<file path="src/rtl/pcsel_sequencer_pkg.sv">
// Shared PCSEL encodings and sequencer state type for the PC, decode and sequencer blocks.
package pcsel_sequencer_pkg;

    localparam int unsigned PCSEL_W = 3;

    localparam logic [PCSEL_W-1:0] PCSEL_INCR  = 3'b000;
    localparam logic [PCSEL_W-1:0] PCSEL_BR    = 3'b001;
    localparam logic [PCSEL_W-1:0] PCSEL_JT    = 3'b010;
    localparam logic [PCSEL_W-1:0] PCSEL_ILLOP = 3'b011;
    localparam logic [PCSEL_W-1:0] PCSEL_XADR  = 3'b100;
    localparam logic [PCSEL_W-1:0] PCSEL_RST   = 3'b101;

    typedef enum logic [1:0] {
        ST_BOOT  = 2'd0,
        ST_RUN   = 2'd1,
        ST_WAIT  = 2'd2,
        ST_FLUSH = 2'd3
    } pcseq_state_e;

    // A zero count still needs one cycle of activity.
    function automatic int unsigned at_least_one(input int unsigned n);
        return (n == 0) ? 1 : n;
    endfunction

endpackage

</file>
<file path="src/rtl/pcsel_sequencer_if.sv">
// Decode/fetch-to-sequencer bundle; master is the decode side, slave is the sequencer.
interface pcsel_sequencer_if;
    import pcsel_sequencer_pkg::*;

    logic               INSTR_VALID;
    logic               IS_BRANCH;
    logic               BR_TAKEN;
    logic               IS_JUMP;
    logic               ILL_OP;
    logic               IRQ;
    logic               PC_MSB;
    logic [PCSEL_W-1:0] PCSEL;
    logic               PC_EN;
    logic               XP_WE;
    logic               IRQ_ACK;
    logic               FAULT;

    modport master (
        output INSTR_VALID, IS_BRANCH, BR_TAKEN, IS_JUMP, ILL_OP, IRQ, PC_MSB,
        input  PCSEL, PC_EN, XP_WE, IRQ_ACK, FAULT
    );

    modport slave (
        input  INSTR_VALID, IS_BRANCH, BR_TAKEN, IS_JUMP, ILL_OP, IRQ, PC_MSB,
        output PCSEL, PC_EN, XP_WE, IRQ_ACK, FAULT
    );

endinterface

</file>
<file path="src/rtl/pcseq_irq_pending.sv">
// Interrupt pending latch: set by IRQ, cleared when the interrupt is taken or on reset.
module pcseq_irq_pending (
    input  logic clk,
    input  logic rst,
    input  logic irq,
    input  logic take,
    output logic pending
);

    logic pending_q;
    logic pending_d;

    // A new request in the take cycle wins so it is not lost.
    always_comb begin
        pending_d = pending_q;
        if (take) pending_d = 1'b0;
        if (irq)  pending_d = 1'b1;
    end

    always_ff @(posedge clk) begin
        if (rst) pending_q <= 1'b0;
        else     pending_q <= pending_d;
    end

    assign pending = pending_q;

endmodule

</file>
<file path="src/rtl/pcsel_sequencer.sv">
// Next-PC select / PC load sequencer: boot hold, redirect priority, fetch-wait timeout, trap flush.
// Interrupt support is built only when PCSEQ_IRQ_EN is defined.
module pcsel_sequencer
    import pcsel_sequencer_pkg::*;
#(
    parameter int unsigned RST_CYCLES    = 2,
    parameter int unsigned FETCH_TIMEOUT = 15
) (
    input  logic               clk,
    input  logic               RESET,
    pcsel_sequencer_if.slave   bus
);

    localparam int unsigned BOOT_N = at_least_one(RST_CYCLES);
    localparam int unsigned BOOT_W = $clog2(BOOT_N + 1);
    localparam int unsigned TO_W   = (FETCH_TIMEOUT == 0) ? 1 : $clog2(FETCH_TIMEOUT + 1);

    pcseq_state_e       state_q, state_d;
    logic [BOOT_W-1:0]  boot_cnt_q, boot_cnt_d;
    logic [TO_W-1:0]    to_cnt_q, to_cnt_d;
    logic               fault_q, fault_d;
    logic               irq_trap_q, irq_trap_d;
    logic               irq_pend;
    logic               irq_take_c;
    logic               decide_c;
    logic               boot_last_c;
    logic               timeout_c;
    logic [TO_W-1:0]    to_sat_c;
    logic [31:0]        to_inc_c;
    logic [PCSEL_W-1:0] pcsel_c;
    logic               pc_en_c;
    logic               xp_we_c;
    logic               ack_c;

    assign boot_last_c = (32'(boot_cnt_q) + 32'd1) >= BOOT_N;
    assign to_inc_c    = 32'(to_cnt_q) + 32'd1;
    assign to_sat_c    = (&to_cnt_q) ? to_cnt_q : to_cnt_q + TO_W'(1);
    assign timeout_c   = (FETCH_TIMEOUT != 0) && (to_inc_c >= FETCH_TIMEOUT);

    always_comb begin
        state_d    = state_q;
        boot_cnt_d = boot_cnt_q;
        to_cnt_d   = to_cnt_q;
        fault_d    = fault_q;
        irq_trap_d = irq_trap_q;
        pcsel_c    = PCSEL_INCR;
        pc_en_c    = 1'b0;
        xp_we_c    = 1'b0;
        ack_c      = 1'b0;
        irq_take_c = 1'b0;
        decide_c   = 1'b0;

        case (state_q)
            ST_BOOT: begin
                pcsel_c = PCSEL_RST;
                pc_en_c = 1'b1;
                if (boot_last_c) begin
                    boot_cnt_d = '0;
                    state_d    = ST_RUN;
                end else begin
                    boot_cnt_d = boot_cnt_q + BOOT_W'(1);
                end
            end
            ST_RUN: begin
                if (bus.INSTR_VALID) begin
                    decide_c = 1'b1;
                end else begin
                    to_cnt_d = TO_W'(1);
                    state_d  = ST_WAIT;
                end
            end
            ST_WAIT: begin
                if (bus.INSTR_VALID) begin
                    decide_c = 1'b1;
                    to_cnt_d = '0;
                end else if (timeout_c) begin
                    pcsel_c    = PCSEL_ILLOP;
                    pc_en_c    = 1'b1;
                    xp_we_c    = 1'b1;
                    fault_d    = 1'b1;
                    irq_trap_d = 1'b0;
                    state_d    = ST_FLUSH;
                end else begin
                    to_cnt_d = to_sat_c;
                end
            end
            ST_FLUSH: begin
                ack_c   = irq_trap_q;
                state_d = ST_RUN;
            end
            default: state_d = ST_BOOT;
        endcase

        // Same-cycle redirect decision shared by RUN and a WAIT that sees a valid fetch.
        if (decide_c) begin
            pc_en_c = 1'b1;
            state_d = ST_RUN;
            if (bus.ILL_OP) begin
                pcsel_c    = PCSEL_ILLOP;
                xp_we_c    = 1'b1;
                irq_trap_d = 1'b0;
                state_d    = ST_FLUSH;
            end else if (irq_pend && !bus.PC_MSB) begin
                pcsel_c    = PCSEL_XADR;
                xp_we_c    = 1'b1;
                irq_take_c = 1'b1;
                irq_trap_d = 1'b1;
                state_d    = ST_FLUSH;
            end else if (bus.IS_JUMP) begin
                pcsel_c = PCSEL_JT;
            end else if (bus.IS_BRANCH && bus.BR_TAKEN) begin
                pcsel_c = PCSEL_BR;
            end
        end
    end

    always_ff @(posedge clk) begin
        if (RESET) begin
            state_q    <= ST_BOOT;
            boot_cnt_q <= '0;
            to_cnt_q   <= '0;
            fault_q    <= 1'b0;
        end else begin
            state_q    <= state_d;
            boot_cnt_q <= boot_cnt_d;
            to_cnt_q   <= to_cnt_d;
            fault_q    <= fault_d;
        end
    end

`ifdef PCSEQ_IRQ_EN
    pcseq_irq_pending u_irq_pending (
        .clk     (clk),
        .rst     (RESET),
        .irq     (bus.IRQ),
        .take    (irq_take_c),
        .pending (irq_pend)
    );

    always_ff @(posedge clk) begin
        if (RESET) irq_trap_q <= 1'b0;
        else       irq_trap_q <= irq_trap_d;
    end

    assign bus.IRQ_ACK = ack_c;
`else
    logic unused_irq;

    assign irq_pend    = 1'b0;
    assign irq_trap_q  = 1'b0;
    assign unused_irq  = ^{bus.IRQ, irq_take_c, irq_trap_d, ack_c};
    assign bus.IRQ_ACK = 1'b0;
`endif

    assign bus.PCSEL = pcsel_c;
    assign bus.PC_EN = pc_en_c;
    assign bus.XP_WE = xp_we_c;
    assign bus.FAULT = fault_q;

endmodule

</file>
<file path="src/flat_wrapper.sv">
// flat-port wrapper written by rule: the top's interface ports become plain ports
module pcsel_sequencer_flat import pcsel_sequencer_pkg::*;
#(
    parameter int unsigned RST_CYCLES    = 2,
    parameter int unsigned FETCH_TIMEOUT = 15
)
  (clk, RESET, bus_INSTR_VALID, bus_IS_BRANCH, bus_BR_TAKEN, bus_IS_JUMP, bus_ILL_OP, bus_IRQ, bus_PC_MSB, bus_PCSEL, bus_PC_EN, bus_XP_WE, bus_IRQ_ACK, bus_FAULT);
  pcsel_sequencer_if bus_i ();
  input  logic clk;
  input  logic RESET;
  input wire logic [$bits(bus_i.INSTR_VALID)-1:0] bus_INSTR_VALID;
  input wire logic [$bits(bus_i.IS_BRANCH)-1:0] bus_IS_BRANCH;
  input wire logic [$bits(bus_i.BR_TAKEN)-1:0] bus_BR_TAKEN;
  input wire logic [$bits(bus_i.IS_JUMP)-1:0] bus_IS_JUMP;
  input wire logic [$bits(bus_i.ILL_OP)-1:0] bus_ILL_OP;
  input wire logic [$bits(bus_i.IRQ)-1:0] bus_IRQ;
  input wire logic [$bits(bus_i.PC_MSB)-1:0] bus_PC_MSB;
  output wire logic [$bits(bus_i.PCSEL)-1:0] bus_PCSEL;
  output wire logic [$bits(bus_i.PC_EN)-1:0] bus_PC_EN;
  output wire logic [$bits(bus_i.XP_WE)-1:0] bus_XP_WE;
  output wire logic [$bits(bus_i.IRQ_ACK)-1:0] bus_IRQ_ACK;
  output wire logic [$bits(bus_i.FAULT)-1:0] bus_FAULT;
  assign bus_i.INSTR_VALID = bus_INSTR_VALID;
  assign bus_i.IS_BRANCH = bus_IS_BRANCH;
  assign bus_i.BR_TAKEN = bus_BR_TAKEN;
  assign bus_i.IS_JUMP = bus_IS_JUMP;
  assign bus_i.ILL_OP = bus_ILL_OP;
  assign bus_i.IRQ = bus_IRQ;
  assign bus_i.PC_MSB = bus_PC_MSB;
  assign bus_PCSEL = bus_i.PCSEL;
  assign bus_PC_EN = bus_i.PC_EN;
  assign bus_XP_WE = bus_i.XP_WE;
  assign bus_IRQ_ACK = bus_i.IRQ_ACK;
  assign bus_FAULT = bus_i.FAULT;
  pcsel_sequencer #(.RST_CYCLES(RST_CYCLES), .FETCH_TIMEOUT(FETCH_TIMEOUT)) u_core (.clk(clk), .RESET(RESET), .bus(bus_i));
endmodule
</file>
<file path="config.mk">
export PLATFORM = sky130hd
export DESIGN_NAME = pcsel_sequencer_flat
export DESIGN_NICKNAME = d
export VERILOG_FILES = /design/src/rtl/pcsel_sequencer_pkg.sv /design/src/rtl/pcsel_sequencer_if.sv /design/src/rtl/pcseq_irq_pending.sv /design/src/rtl/pcsel_sequencer.sv /design/src/flat_wrapper.sv
export SDC_FILE = /design/constraint.sdc
export NUM_CORES = 1
export LEC_CHECK = 0
export CAP_MARGIN = 20
export CORE_MARGIN = 1
export CORE_UTILIZATION = 40
export CTS_BUF_LIST = sky130_fd_sc_hd__clkbuf_2 sky130_fd_sc_hd__clkbuf_4 sky130_fd_sc_hd__clkbuf_8
export CTS_CLUSTER_SIZE = 12
export DETAILED_ROUTE_END_ITERATION = 6
export GPL_ROUTABILITY_DRIVEN = 0
export PLACE_DENSITY = 0.78
export SYNTH_ARGS = -nofsm -noshare
export SYNTH_HDL_FRONTEND = slang
export SYNTH_SLANG_ARGS = --single-unit
export TNS_END_PERCENT = 5
</file>
<file path="constraint.sdc">
create_clock -name clk -period 2.9 [get_ports clk]
set_clock_uncertainty 0.15 [all_clocks]
set_input_delay 0.725 -clock clk [delete_from_list [all_inputs] [get_ports clk]]
set_output_delay 0.725 -clock clk [all_outputs]
set_load 0.05 [all_outputs]
</file>
== After elaboration in Yosys (flattened, before gate mapping) ==
Index checks and enable logic that the tools add are counted.
Cells by class
  equal/unequal tests: 10
  reduce and logical (&&, ||, !) cells: 8
  order comparisons: 2
  add/sub/neg operators: 4
  bitwise gates (word level): 1
  multiplexer cells: 29
Operators by type and width (number)
  $ge A32 B2 Y1 const B: 1
  $ge A32 B4 Y1 const B: 1
  $mux W2: 8
  $mux W4: 4
  $mux W3: 5
  $reduce_and A4 Y1: 3
  $mux W1: 8
  $pmux W2 S4: 1
  $pmux W4 S2: 1
  $ne A3 B1 Y1 const B: 2
  $ne A3 B2 Y1 const B: 2
  $ne A3 B3 Y1 const B: 2
  $pmux W3 S2: 1
  $add A4 B1 Y5 const B: 1
  $add A4 B1 Y4 const B: 1
  $eq A2 B2 Y1 const B: 2
  $add A2 B1 Y3 const B: 1
  $reduce_and A3 Y1: 1
  $add A2 B1 Y2 const B: 1
  $eq A2 B1 Y1 const B: 1
  $logic_not A2 Y1: 1
  $ne A2 B2 Y1 const B: 1
  $pmux W1 S2: 1
  $reduce_bool A2 Y1: 1
  other kinds (3): 3
Storage, ports and cells
  word-level logic and storage cells: 58
  register bits after elaboration: 9
  input bits: 9
  output and inout port bits: 7

== Longest topological paths before layout ==
Gate-level depths: netlist of the first run.
  word-level depth: 9
  mapped depth: 7

== Least setup slack after synthesis of the first run ==
OpenSTA, ideal clock, no wires.
  path kind: register -> output
  start: register u_core.to_cnt_q[0]
  end: output port bus_PCSEL[0]
  required time: 2025 ps
  stages on the path, launching flop included: 6
  data arrival time: 2162 ps
  path buffers: 0
  slack: -137 ps
  cells stage by stage: dfxtp_1 -> ha_1 -> or4b_4 -> a21oi_2 -> nor2_1 -> a21oi_1
On the way
  cells in the longest elaborated chain, start to end: 9
Ends and longest elaborated chain
  start, declared: RTL line pcsel_sequencer.sv:20  | logic [TO_W-1:0] to_cnt_q, to_cnt_d;
  start signal, assigned: RTL line pcsel_sequencer.sv:126  | to_cnt_q <= to_cnt_d;
  $add A4 B1 Y5 *: RTL line pcsel_sequencer.sv:36  | assign to_inc_c = 32'(to_cnt_q) + 32'd1;
  $ge A32 B4 Y1 *: RTL line pcsel_sequencer.sv:38  | assign timeout_c = (FETCH_TIMEOUT != 0) && (to_inc_c >= FETCH_TIMEOUT);
  $mux W2 *: RTL line pcsel_sequencer.sv:76  | end else if (timeout_c) begin
  $mux W3 *: RTL line pcsel_sequencer.sv:73  | if (bus.INSTR_VALID) begin
  $pmux W3 S2 *: RTL line pcsel_sequencer.sv:53  | case (state_q)
  $mux W3: RTL line pcsel_sequencer.sv:111  | end else if (bus.IS_BRANCH && bus.BR_TAKEN) begin
  $mux W3: RTL line pcsel_sequencer.sv:109  | end else if (bus.IS_JUMP) begin
  $mux W3: RTL line pcsel_sequencer.sv:98  | if (bus.ILL_OP) begin
  $mux W3 *: RTL line pcsel_sequencer.sv:95  | if (decide_c) begin
  end, declared: RTL line flat_wrapper.sv:18  | output wire logic [$bits(bus_i.PCSEL)-1:0] bus_PCSEL;
Every way passes the cells marked *; elsewhere a longest branch is shown, timed or not.

== Final worst setup path of the first run ==
Same ends and word-level chain as after synthesis.

==> run_results.csv, run 1 <==
group,metric,value,unit
outcome,status,"completed",
route,drt_wl_total,1.93,mm
min_path,worstHoldPathCells,2,
synthesis,synth_edf_count,0,
floorplan,core,1590,um2
placed_design,place_ws,-0.0429,ns
critical_path,crit_type,"reg2out",
grt,grt_use_total,22.2,%
synthesis,seq_area_frac_synth,25.0,%
power_and_ir_drop,pwr-share-seq,20.4,%
floorplan,die_y,44.5,um
floorplan,rows,14,
timing,grt_setup_unrepaired,"yes",
floorplan,start_util,45.3,%
cells_and_area,fin_util,68.7,%
critical_path,rr_startpoint,"u_core.to_cnt_q[0]",
grt,antenna_found_initial,0,
power_and_ir_drop,powerDensity,825,nW/um2
power_and_ir_drop,combPwrFrac,67.1,%
cts,cts-root-buf,"clkbuf_4",
route,ant_nets,0,
cts,clk_path_buf_depth,2,
critical_path,cp_max_fo,6,
flow_run,maxCapViolCount,0,
synthesis,synth.largest_area_cell,"dfxtp_1",
synthesis,avgSynthCellArea,8.20,um2
route,viasPerCell,5.23,
timing,fmax,349,MHz
synthesis,synth.distinct_cells,38,
synthesis,postSynthCellCount,88,
critical_path,timing.rr.end,"u_core.state_q[1]",
cts,cts_buffers,3,
route,vias,711,
floorplan,die_area,1980,um2
placed_design,dpl.cell_count,126,
synthesis,yosys-top-cells-area,"dfxtp_1 25%, ha_1 14%, a21oi_1 6.2%",
placed_design,dpl.hpwl,1.29,mm
grt,grt.met3_usage,4.49,%
synthesis,netlist_area,722,um2
synthesis,yosys_warnings,0,
synthesis,synth_seq_cells,9,
critical_path,max_stage_delay,0.55,ns
synthesis,synth_top_area_share,25.0,%
timing,setup_viol,0,
timing,fin_crit,2.86,ns
critical_path,regToRegSetupSlack,0.86,ns
power_and_ir_drop,internal-power,484,uW
cells_and_area,fillers,120,
power_and_ir_drop,pwr-share-clk,12.5,%
critical_path,crit_top_cell,"a21oi_4",
grt,grt_pass1_wl,3.23,mm
route,drt_pass1_iterations,4,
cells_and_area,syn_to_final_growth,51.6,%
floorplan,io_pins,16,
timing,period_share,98.8,%
timing,hold_viol_final,0,
critical_path,ff2ff_path_depth,6,
cts,cts_tree,"yes",
power_and_ir_drop,switching_share,46.4,%
cells_and_area,seqCellArea,185,um2
cells_and_area,drive_gt1_share,35.7,%
critical_path,cp_slowest_cell,"or4b_4",
critical_path,cp-end-kind,"output port",
route,wl_per_cell,14.2,um
critical_path,start_kind,"flop",
cts,clk_latency,0.26,ns
cells_and_area,num_antenna_cells,0,
route,drt_iter0_markers,3,
synthesis,yosys-top-cells-count,"9 x a21oi_1, 9 x dfxtp_1, 8 x ha_1, 8 x nor2_1",
power_and_ir_drop,power.switching,419,uW
cells_and_area,fin_cells,136,
cts,clock-sinks,9,
critical_path,timing.critical_path.cells,"ha_4, or4b_4, a21oi_4, nor2_2, a21oi_4, buf_12",
power_and_ir_drop,total_power,903,uW
cells_and_area,final_nets,130,
route,remaining_drc_errors,0,
grt,top_usage_layer,"met2",
min_path,hold_class,"reg2reg",
min_path,min-delay-start,"u_core.bus.FAULT",
min_path,min_to,"u_core.bus.FAULT",
grt,grtUsageMet1,26.5,%
cts,htree_num_levels,1,
grt,use_met2,39.4,%
synthesis,syn-num-nets,105,
cts,clk_pin_slew,0.07,ns
critical_path,cp_data_arrival_time,1.99,ns
power_and_ir_drop,ir_drop,0.000620,V
power_and_ir_drop,leakage,0.423,nW
synthesis,synthFlopType,"dfxtp_1",
floorplan,die_width,44.5,um
grt,grt_pass1_vias,714,
timing,setup_slack,0.0357,ns
synthesis,synth-async-reset-ratio,0,%
timing,tns,0,ns
cells_and_area,multi_input_area,573,um2
placed_design,port_buffers,12,
grt,grt_max_degree,11,
grt,grt-ovfl-total,0,
timing,slew_viol_final,0,
critical_path,cp.required,2.03,ns
## layout by cell type (no fill, tap or decap), types with 2 or more instances in the layout
| master | count |
|---|---|
| buf_4 | 12 |
| a21oi_1 | 8 |
| nor2_1 | 7 |
| dfxtp_1 | 7 |
| nand2_1 | 6 |
| ha_1 | 6 |
| clkdlybuf4s50_1 | 6 |
| inv_1 | 5 |
| clkbuf_4 | 4 |
| buf_12 | 4 |
| nor3_1 | 3 |
| a21oi_4 | 2 |
| a211oi_1 | 2 |
| o21ai_0 | 2 |
| mux2i_1 | 2 |
| nand2b_1 | 2 |
| or3_1 | 2 |
| a31oi_1 | 2 |
| ha_4 | 2 |
## sequential cells by signal, summed over array words and instances (netlist names)
name / flops
u_core.to_cnt_q: 4
u_core.bus.FAULT: 1
u_core.boot_cnt_q: 2
u_core.state_q: 2
## layout make-up
type | instances | share of cell area (%)
Timing Repair Buffer | 24 | 23.2
Inverter | 6 | 2.06
Sequential cell | 9 | 16.9
Multi-Input combinational cell | 69 | 52.3
Clock buffer | 4 | 2.74
Tap cell | 24 | 2.74
## worst max-delay path, delay by kind of cell (launching register included)
family	cells	cell delay, ns
adders and majority gates	1	0.18
and+or+nand+nor	2	0.64
AOI/OAI and AO/OA	2	0.38
DFF	1	0.37
buffers and inverters	1	0.15
## power by group through the flow
stage               logic, mW  clock network (mW)  registers [mW]
floorplan               0.377                   0           0.174
global placement        0.546                   0           0.178
detailed placement      0.561                   0           0.180
CTS                     0.572               0.113           0.181
global route            0.649               0.121           0.190
finish                  0.606               0.113           0.185
## logic make-up after synthesis
kind of cell	after synthesis	synth area share, %
AOI/OAI and AO/OA	27	27.9
muxes	2	2.77
and+or+nand+nor	31	24.1
adders and majority gates	8	13.9
other	1	0.519
buffers and inverters	10	5.89
DFF	9	25.0
## per-stage QoR
stage	hold WS [ns]	instance area, um2
CTS	0.322	1020
global route	0.346	1090
finish	0.318	1090
floorplan	0.296	726
global placement	0.299	938
detailed placement	0.308	938
## layer usage
| layer | up-vias | share of wire (%) |
|---|---|---|
| met2 | 14 | 55 |
| li1 | 361 | - |
| met5 | - | 0 |
| met4 | 0 | 1.2 |
| met3 | 2 | 3.3 |
| met1 | 334 | 41 |
## worst max path at each step
| stage | start | endpoint | slack, ns |
|---|---|---|---|
| final | u_core.to_cnt_q[0] | bus_PCSEL[0] | 0.04 |
| after global placement | bus_INSTR_VALID | bus_PCSEL[0] | 0.01 |
| after CTS | u_core.to_cnt_q[0] | bus_PCSEL[0] | 0.003 |
| after detailed placement | bus_INSTR_VALID | bus_PCSEL[0] | -0.04 |
| after floorplan | u_core.to_cnt_q[0] | bus_PCSEL[0] | 0.12 |
| after global routing | u_core.to_cnt_q[0] | bus_PCSEL[0] | -0.03 |
## timing repair
action	CTS	global route
pin swaps	2	3
endpoints found under the setup margin	4	4
hold endpoints to repair	0	0
resized for setup	7	10
buffers inserted	3	3
hold buffers	0	0
Power figures use the tool's default switching activity.
==> inputs of run 2 (changes only) <==
--- a/config.mk
+++ b/config.mk
@@ -5,7 +5,7 @@
 export SDC_FILE = /design/constraint.sdc
 export NUM_CORES = 1
 export LEC_CHECK = 0
-export CAP_MARGIN = 20
+export ABC_CLOCK_PERIOD_IN_PS = 2900
 export CORE_MARGIN = 1
 export CORE_UTILIZATION = 40
 export CTS_BUF_LIST = sky130_fd_sc_hd__clkbuf_2 sky130_fd_sc_hd__clkbuf_4 sky130_fd_sc_hd__clkbuf_8
==> results of run 2 <==
The final DEF is identical to that of run 1; final timing and power are the same.
